`src/rtl/cam_capture_win_pkg.sv`:
```
// Shared definitions for the camera capture window block:
// FSM state encoding, default OV7670 geometry and the decimation phase helper.
package cam_capture_win_pkg;

  typedef enum logic [1:0] {
    ST_IDLE     = 2'd0,
    ST_WAIT_SOF = 2'd1,
    ST_ACTIVE   = 2'd2
  } cap_state_e;

  localparam int unsigned CAM_DEF_WIDTH  = 640;
  localparam int unsigned CAM_DEF_HEIGHT = 480;
  localparam int unsigned CAM_DEF_BPP    = 2;

  // True when the offset from the window origin is a multiple of 2^decim.
  function automatic logic decim_hit(input logic [31:0] ofs, input logic [1:0] decim);
    logic [31:0] mask;
    mask = (32'd1 << decim) - 32'd1;
    return (ofs & mask) == '0;
  endfunction

endpackage

```
`src/rtl/cam_capture_win_pix_pack.sv`:
```
// Byte-to-pixel packer: shifts BPP camera bytes MSB-first into one pixel and
// flags completion for one cycle. Any partial pixel is discarded while en is low.
module cam_capture_win_pix_pack #(
  parameter int unsigned DATA_W = 8,
  parameter int unsigned BPP    = 2
) (
  input  logic                  clk,
  input  logic                  rst_n,
  input  logic                  en,
  input  logic [DATA_W-1:0]     data,
  output logic                  pixel_valid,
  output logic [DATA_W*BPP-1:0] pixel
);

  localparam int unsigned PW  = DATA_W * BPP;
  localparam int unsigned BCW = (BPP > 1) ? $clog2(BPP) : 1;

  logic [BCW-1:0] byte_cnt;
  logic [PW-1:0]  shreg;
  logic [PW-1:0]  sh_next;

  // Shift form keeps BPP=1 legal (no zero-width slice).
  always_comb begin
    sh_next = (shreg << DATA_W) | PW'(data);
  end

  always_ff @(posedge clk or negedge rst_n) begin
    if (!rst_n) begin
      byte_cnt    <= '0;
      shreg       <= '0;
      pixel_valid <= 1'b0;
      pixel       <= '0;
    end else begin
      pixel_valid <= 1'b0;
      if (en) begin
        shreg <= sh_next;
        if (byte_cnt == BCW'(BPP - 1)) begin
          byte_cnt    <= '0;
          pixel_valid <= 1'b1;
          pixel       <= sh_next;
        end else begin
          byte_cnt <= byte_cnt + 1'b1;
        end
      end else begin
        byte_cnt <= '0;
      end
    end
  end

endmodule

```
`src/rtl/cam_capture_win.sv`:
```
// Camera capture stage: packs bytes into pixels, crops to a runtime window,
// decimates by 2^n and writes to the output FIFO, dropping a frame on back-pressure.
module cam_capture_win
  import cam_capture_win_pkg::*;
#(
  parameter int unsigned DATA_W = 8,
  parameter int unsigned BPP    = CAM_DEF_BPP,
  parameter int unsigned X_W    = $clog2(CAM_DEF_WIDTH),
  parameter int unsigned Y_W    = $clog2(CAM_DEF_HEIGHT),
  parameter int unsigned FCNT_W = 16
) (
  input  logic                  i_pclk,
  input  logic                  i_rstn,
  input  logic                  i_cfg_done,
  input  logic                  i_vsync,
  input  logic                  i_href,
  input  logic [DATA_W-1:0]     i_data,
  input  logic [X_W-1:0]        i_x_start,
  input  logic [X_W-1:0]        i_x_end,
  input  logic [Y_W-1:0]        i_y_start,
  input  logic [Y_W-1:0]        i_y_end,
  input  logic [1:0]            i_decim,
  input  logic                  i_fifo_almostfull,
  input  logic                  i_clr_ovf,
  output logic                  o_wr,
  output logic [DATA_W*BPP-1:0] o_wdata,
  output logic                  o_sof,
  output logic                  o_eof,
  output logic [FCNT_W-1:0]     o_frame_cnt,
  output logic                  o_ovf
);

  cap_state_e state;

  logic              vs_r, vs_d, href_r, href_d;
  logic [DATA_W-1:0] data_r;
  logic              vs_fall, vs_rise, href_fall;

  logic                  pack_en;
  logic                  pix_valid;
  logic [DATA_W*BPP-1:0] pix;

  logic [X_W-1:0] x, xs, xe, x_ofs;
  logic [Y_W-1:0] y, ys, ye, y_ofs;
  logic [1:0]     decim_l;
  logic           drop;
  logic           in_win, wr_elig, ovf_set;

  always_ff @(posedge i_pclk or negedge i_rstn) begin
    if (!i_rstn) begin
      vs_r   <= 1'b0;
      vs_d   <= 1'b0;
      href_r <= 1'b0;
      href_d <= 1'b0;
      data_r <= '0;
    end else begin
      vs_r   <= i_vsync;
      vs_d   <= vs_r;
      href_r <= i_href;
      href_d <= href_r;
      data_r <= i_data;
    end
  end

  always_comb begin
    vs_fall   = vs_d & ~vs_r;
    vs_rise   = vs_r & ~vs_d;
    href_fall = href_d & ~href_r;
    pack_en   = (state == ST_ACTIVE) && href_r;
    x_ofs     = x - xs;
    y_ofs     = y - ys;
    in_win    = (x >= xs) && (x <= xe) && (y >= ys) && (y <= ye) &&
                decim_hit(32'(x_ofs), decim_l) && decim_hit(32'(y_ofs), decim_l);
    wr_elig   = (state == ST_ACTIVE) && i_cfg_done && !vs_rise &&
                pix_valid && in_win && !drop;
    ovf_set   = wr_elig && i_fifo_almostfull;
  end

  cam_capture_win_pix_pack #(
    .DATA_W (DATA_W),
    .BPP    (BPP)
  ) u_pix_pack (
    .clk         (i_pclk),
    .rst_n       (i_rstn),
    .en          (pack_en),
    .data        (data_r),
    .pixel_valid (pix_valid),
    .pixel       (pix)
  );

  always_ff @(posedge i_pclk or negedge i_rstn) begin
    if (!i_rstn) begin
      state       <= ST_IDLE;
      o_sof       <= 1'b0;
      o_eof       <= 1'b0;
      o_wr        <= 1'b0;
      o_wdata     <= '0;
      o_frame_cnt <= '0;
      o_ovf       <= 1'b0;
      x           <= '0;
      y           <= '0;
      xs          <= '0;
      xe          <= '0;
      ys          <= '0;
      ye          <= '0;
      decim_l     <= '0;
      drop        <= 1'b0;
    end else begin
      o_sof <= 1'b0;
      o_eof <= 1'b0;
      o_wr  <= 1'b0;

      if (ovf_set)
        o_ovf <= 1'b1;
      else if (i_clr_ovf)
        o_ovf <= 1'b0;

      if (!i_cfg_done) begin
        state <= ST_IDLE;
      end else begin
        case (state)
          ST_IDLE: state <= ST_WAIT_SOF;

          ST_WAIT_SOF: begin
            if (vs_fall) begin
              o_sof   <= 1'b1;
              xs      <= i_x_start;
              xe      <= i_x_end;
              ys      <= i_y_start;
              ye      <= i_y_end;
              decim_l <= i_decim;
              x       <= '0;
              y       <= '0;
              drop    <= 1'b0;
              state   <= ST_ACTIVE;
            end
          end

          ST_ACTIVE: begin
            if (vs_rise) begin
              o_eof <= 1'b1;
              if (!drop)
                o_frame_cnt <= o_frame_cnt + 1'b1;
              state <= ST_WAIT_SOF;
            end else begin
              if (wr_elig) begin
                if (i_fifo_almostfull) begin
                  drop <= 1'b1;
                end else begin
                  o_wr    <= 1'b1;
                  o_wdata <= pix;
                end
              end
              // The last pixel of a line completes on the same edge the href fall is seen.
              if (href_fall) begin
                x <= '0;
                if (y != '1)
                  y <= y + 1'b1;
              end else if (pix_valid && (x != '1)) begin
                x <= x + 1'b1;
              end
            end
          end

          default: state <= ST_IDLE;
        endcase
      end
    end
  end

endmodule

```
`config.mk`:
```
export PLATFORM = sky130hd
export DESIGN_NAME = cam_capture_win
export DESIGN_NICKNAME = d
export VERILOG_FILES = /design/src/rtl/cam_capture_win_pkg.sv /design/src/rtl/cam_capture_win_pix_pack.sv /design/src/rtl/cam_capture_win.sv
export SDC_FILE = /design/constraint.sdc
export NUM_CORES = 1
export LEC_CHECK = 0
export CAP_MARGIN = 25
export CELL_PAD_IN_SITES_DETAIL_PLACEMENT = 1
export CELL_PAD_IN_SITES_GLOBAL_PLACEMENT = 1
export CORE_ASPECT_RATIO = 1.2
export CORE_MARGIN = 3
export CORE_UTILIZATION = 45
export CTS_CLUSTER_DIAMETER = 50
export DETAILED_ROUTE_END_ITERATION = 8
export DONT_BUFFER_PORTS = 1
export PLACE_DENSITY = 0.83
export SETUP_SLACK_MARGIN = 0.05
export SLEW_MARGIN = 30
export SYNTH_ARGS = -nofsm -noshare
export SYNTH_HDL_FRONTEND = slang
export SYNTH_SLANG_ARGS = --single-unit
```
`constraint.sdc`:
```
create_clock -name i_pclk -period 7.3 [get_ports i_pclk]
set_input_delay 1.46 -clock i_pclk [delete_from_list [all_inputs] [get_ports i_pclk]]
set_output_delay 1.46 -clock i_pclk [all_outputs]
set_load 0.05 [all_outputs]
```
; Word-level counts from Yosys, hierarchy flattened
; Cells that the tools add are included.
[op_classes]
addsub = 7
magnitude_cmp = 4
n_eq_ne = 13
shift = 1
mux = 36
bitwise = 12
reduce_logical = 28
[op_table]
columns = op, count
row1 = $logic_not 32->1, 2
row2 = $mux 10, 4
row3 = $mux 9, 4
row4 = $and 10x32->32, 1
row5 = $and 9x32->32, 1
row6 = $shl 1x2->32 const A, 1
row7 = $sub 32x1->32 const B, 1
row8 = $mux 1, 21
row9 = $pmux 10 s2, 1
row10 = $pmux 9 s2, 1
row11 = $add 16x1->16 const B, 1
row12 = $or 16x8->16, 1
row13 = $logic_and 1x1->1, 13
row14 = $reduce_and 6->1, 2
row15 = $add 10x1->10 const B, 1
row16 = $ge 10x10->1, 1
row17 = $le 10x10->1, 1
row18 = $ne 10x10->1 const B, 1
row19 = $ne 2x2->1 const B, 5
row20 = $reduce_and 5->1, 2
row21 = $sub 10x10->10, 1
row22 = $add 9x1->9 const B, 1
row23 = $ge 9x9->1, 1
row24 = $le 9x9->1, 1
row25 = other kinds (19), 32
[totals]
register_bits = 136
input_bits = 55
out_inout_bits = 36
elab_cells = 125

; Longest topological paths before layout
[logic_depth]
ltp_word = 12
ltp_mapped = 12

; Hierarchy
; A second synthesis with hierarchy kept.
[hier_totals]
hier_cells = 605
area_unflattened_um2 = 6625.1
[by_module_without_submodules]
columns = module, instances, cells_each, area_each_um2, seq_area_each_um2
row1 = cam_capture_win, 1, 550, 5609.1, 2752.6
row2 = cam_capture_win_pix_pack, 1, 55, 1016.0, 650.6

; Least setup slack after synthesis
; No wires, ideal clock.
[synth_timing]
path_kind = input to register
startpoint = input port i_cfg_done
endpoint = register o_wdata[10]
arrival_ps = 3241
required_ps = 7175
path_slack_ps = 3933
stages = 7
n_path_buf = 1
path_cell_list = nand2_2 > or4b_4 > nor4_4 > nand3_2 > nor3_4 > buf_6 > mux2_4
[synth_between]
elab_chain_len = 6
[synth_rtl]
columns = item, line_no
row1 = from (decl), cam_capture_win.sv:14  ; input logic i_cfg_done,
row2 = $logic_and 1x1->1 (3 in series), cam_capture_win.sv:74  ; wr_elig = (state == ST_ACTIVE) && i_cfg_done && !vs_rise &&
row3 = $logic_and 1x1->1 (2 in series), cam_capture_win.sv:75  ; pix_valid && in_win && !drop;
row4 = $reduce_and 5->1 (no source line) *, --
row5 = to (signal assigned), cam_capture_win.sv:151  ; o_wdata <= pix;
row6 = to (decl), cam_capture_win.sv:26  ; output logic [DATA_W*BPP-1:0] o_wdata,
; Mark *: on every way between the ends. The rest lies on a longest branch, timed or not.
; A chain may end at the register's enable or synchronous reset.

; Worst setup path after layout
[layout_timing]
startpoint = register x[0]
endpoint = register o_wdata[15]
[layout_between]
elab_chain_len = 9
elab_cells_between_ends = 13
cone_classes = add/sub (1) / order compare (2) / bitwise (1) / reduce/logical (9)
[layout_rtl]
columns = item, line_no
row1 = from (decl), cam_capture_win.sv:43  ; logic [X_W-1:0] x, xs, xe, x_ofs;
row2 = from (signal assigned), cam_capture_win.sv:160  ; x <= x + 1'b1;
row3 = "parallel branches: the longest is 4 deep, another holds $sub 10x10->10", --
row4 = $logic_and 1x1->1 *, cam_capture_win.sv:72  ; in_win = (x >= xs) && (x <= xe) && (y >= ys) && (y <= ye) &&
row5 = $logic_and 1x1->1 *, cam_capture_win.sv:73  ; decim_hit(32'(x_ofs), decim_l) && decim_hit(32'(y_ofs), decim_l);
row6 = $logic_and 1x1->1 * (2 in series), cam_capture_win.sv:75
row7 = $reduce_and 5->1 (no source line) *, --
; Mark *: on every way between the ends.

==> summary.md <==
| Metric | Value |
|---|---|
| Outcome | `finished, final reports clean` |
| Die Ht | `138 µm` |
| Largest net degree at the start of global routing | `137` |
| Port bufs | `0` |
| CP Data Required Time | `7610 ps` |
| Cell Chain, Critical Path | `inv_1 -> ha_1 -> inv_1 -> fa_1 -> a21o_1 -> a21oi_1 -> mux2i_1 -> a41o_1 -> o211ai_1 -> nor3_4 -> buf_6 -> mux2_2` |
| Slew Viols, Final | `0` |
| Placed cell area | `6690 µm²` |
| Area grow syn2layout | `11.3%` |
| Via count | `4408` |
| Post-CTS Setup Inserts | `0` |
| Period utilization | `46.0%` |
| Setup TNS | `0 ps` |
| CP delay by family, top | `compound AO/OA/AOI/OAI gates` |
| Max Root-Sink Buffers | `2` |
| Yosys reg bits | `136` |
| Drt pass-1 iters | `4` |
| Most common cell after layout, fill and taps aside | `dfrtp_1` |
| Skew final | `6.44 ps` |
| Most frequent cells in the layout | `136 x dfrtp_1, 76 x nand2_1, 52 x inv_1` |
| DP Wirelength | `11300 µm` |
| Clock slew at reported path FFs | `60 ps` |
| Final Setup Violations | `0` |
| Initial antenna violation count | `1` |
| Syn avg cell area | `10.8 µm²` |
| Register area share after synthesis | `52.1%` |
| Gr usage total | `20.7%` |
| Vias per Instance | `5.54` |
| DRT iter0 DRCs | `117` |
| Post-synthesis net count | `708` |
| DRC viols | `0` |
| Fmax | `298 MHz` |
| Ys flop type | `dfrtp_1` |
| Clock sink count | `136` |
| Finished Cell Area | `7260 µm²` |
| Fin nets | `716` |
| Unique masters post-synth | `50` |
| Worst Path Buf+Inv | `3` |
| Post-synthesis cell area | `6530 µm²` |
| H-tree levels | `4` |
| Vias in the first global route | `5004` |
| Die W | `116 µm` |
| Worst R2R Setup Slack | `3940 ps` |
| Layout cells sized above 1 | `12.7%` |
| Syn. warnings | `0` |
| # resized after CTS | `0` |
| Post-synth EDFFs | `0` |
| Drt total wl | `15400 µm` |
| Detail Route Antenna Nets | `0` |
| Least-Margin Pin Slew | `869 ps` |
| Crit-path slowest cell | `nor3_4` |
| Startpoint Class | `flip-flop` |
| Most used cell, CP | `inv_1` |
| Leakage | `0.00349 µW` |
| Async set-reset flop share out of synthesis | `100%` |
| Max Cap Viol | `0` |
| Final hold violation count | `0` |
| Core area | `14000 µm²` |
| RSZ-0062 raised after global routing | `no` |
| Placer congestion estimate | `0.843` |
| First-pass GRT wire length | `25100 µm` |
| Total grt overflow | `0` |
| Power Density | `350 nW/µm²` |
| Maximum VDD drop | `0.170 mV` |
| Die ar. | `16000 µm²` |
| Row count | `47` |
| # IOs | `91` |
| CTS tree | `built` |
| Worst setup EP type | `flip-flop` |
| Skew-Pair Late Insertion Delay | `420 ps` |
| Crit path kind | `reg2reg` |
| Final min period | `3360 ps` |
| Post-CTS Hold Buffers | `0` |
| Crit path DAT | `3660 ps` |
| Root Buffer Master | `clkbuf_16` |
| Crit-path max cell delay | `430 ps` |
| Tightest Hold Check Type | `reg2reg` |
| Slew HR | `41.9%` |
| Routed WL per cell | `19.4 µm` |
| Post-synthesis cell count | `605` |
| CTS Buf Count | `17` |
| Initial core utilization | `46.6%` |
| Crit path max fanout | `11` |
## cell usage after synthesis (2+ instances only)
master    count  area, µm²
dfrtp_1     136       3400
nand2_1      76        285
inv_1        53        199
o21ai_0      51        255
ha_1         46        576
mux2_2       31        349
nand3_1      30        150
nor2_1       29        109
a21oi_1      21        105
xnor2_1      21        184
xor2_1       12        105
mux2_4       10        150
nand2b_1      9       56.3
clkbuf_1      7       26.3
nor3_1        7       35.0
nand4_1       6       37.5
a21o_1        5       37.5
nor2b_1       5       31.3
and3_1        4       25.0
buf_1         4       15.0
o211ai_1      3       22.5
o21a_1        3       22.5
or3_1         3       18.8
a221oi_1      2       17.5
and4_1        2       17.5
fa_1          2       40.0
mux2i_1       2       20.0
nor4_1        2       12.5
o31ai_1       2       15.0
## sequential cells by signal (all words and copies together) (netlist names), 2 cells and up
signal / cells
ye: 9
x: 10
u_pix_pack.pixel: 16
decim_l: 2
o_frame_cnt: 16
o_wdata: 16
y: 9
state: 2
xs: 10
ys: 9
xe: 10
data_r: 8
u_pix_pack.shreg: 8
## area by class of cell
cell class / count / area [µm²]
diodes: 1 / 2.50
clock buffers: 18 / 439
clock inverters: 12 / 120
repair buffers: 1 / 11.3
multi-input cells: 404 / 2870
flip-flops and latches: 136 / 3400
well taps: 171 / 214
fillers: 1504 / 6730
inverters: 53 / 200
## power breakdown
part	leakage [µW]	internal, µW	switching, µW	total [µW]
clock	0.000270	478	330	808
combinational	0.00145	283	415	698
sequential	0.00177	928	111	1040
total	0.00349	1690	856	2540
## final timing paths
path / startpoint / depth (start not counted) / to
min reg2reg: vs_r / 0 / vs_d
min: vs_r / 0 / vs_d
min in group asynchronous: i_rstn / 0 / xe[7]
max: x[0] / 12 / o_wdata[15]
max in group asynchronous: i_rstn / 0 / o_frame_cnt[4]
max reg2reg: x[0] / 12 / o_wdata[15]
## routing by layer
layer / wire length, µm / GRT usage [%] / vias up / part of all wire, %
li1: - / - / 2081 / -
met1: 5930 / 22.3 / 2221 / 38
met2: 8330 / 37.9 / 89 / 54
met3: 879 / 6.94 / 17 / 5.7
met4: 271 / 6.71 / 0 / 1.8
met5: 0 / 0 / - / 0
## metrics by stage
stage	total power (µW)	setup WS (ps)	std cells	util, %	hold slack, ps
after floorplan	1540	3930	605	-	392
after global placement	1670	3460	764	47.8	413
after detailed placement	1740	3350	764	47.8	429
after CTS	2570	3670	794	51.8	440
after global routing	2710	3720	796	51.9	463
final	2540	3940	796	51.9	438
## logic make-up (layout without fill, tap and decap cells)
| family | Yosys count | in the layout | synth area share (%) |
|---|---|---|---|
| fa+ha+maj | 48 | 48 | 9.43 |
| buf+inv | 65 | 84 | 3.85 |
| xor+xnor | 33 | 33 | 4.43 |
| compound gates | 98 | 98 | 8.78 |
| other cells | 0 | 1 | 0 |
| flops | 136 | 136 | 52.1 |
| simple gates | 182 | 182 | 13.4 |
| mux | 43 | 43 | 7.95 |
Note: power is estimated with default switching activity, not from simulation.
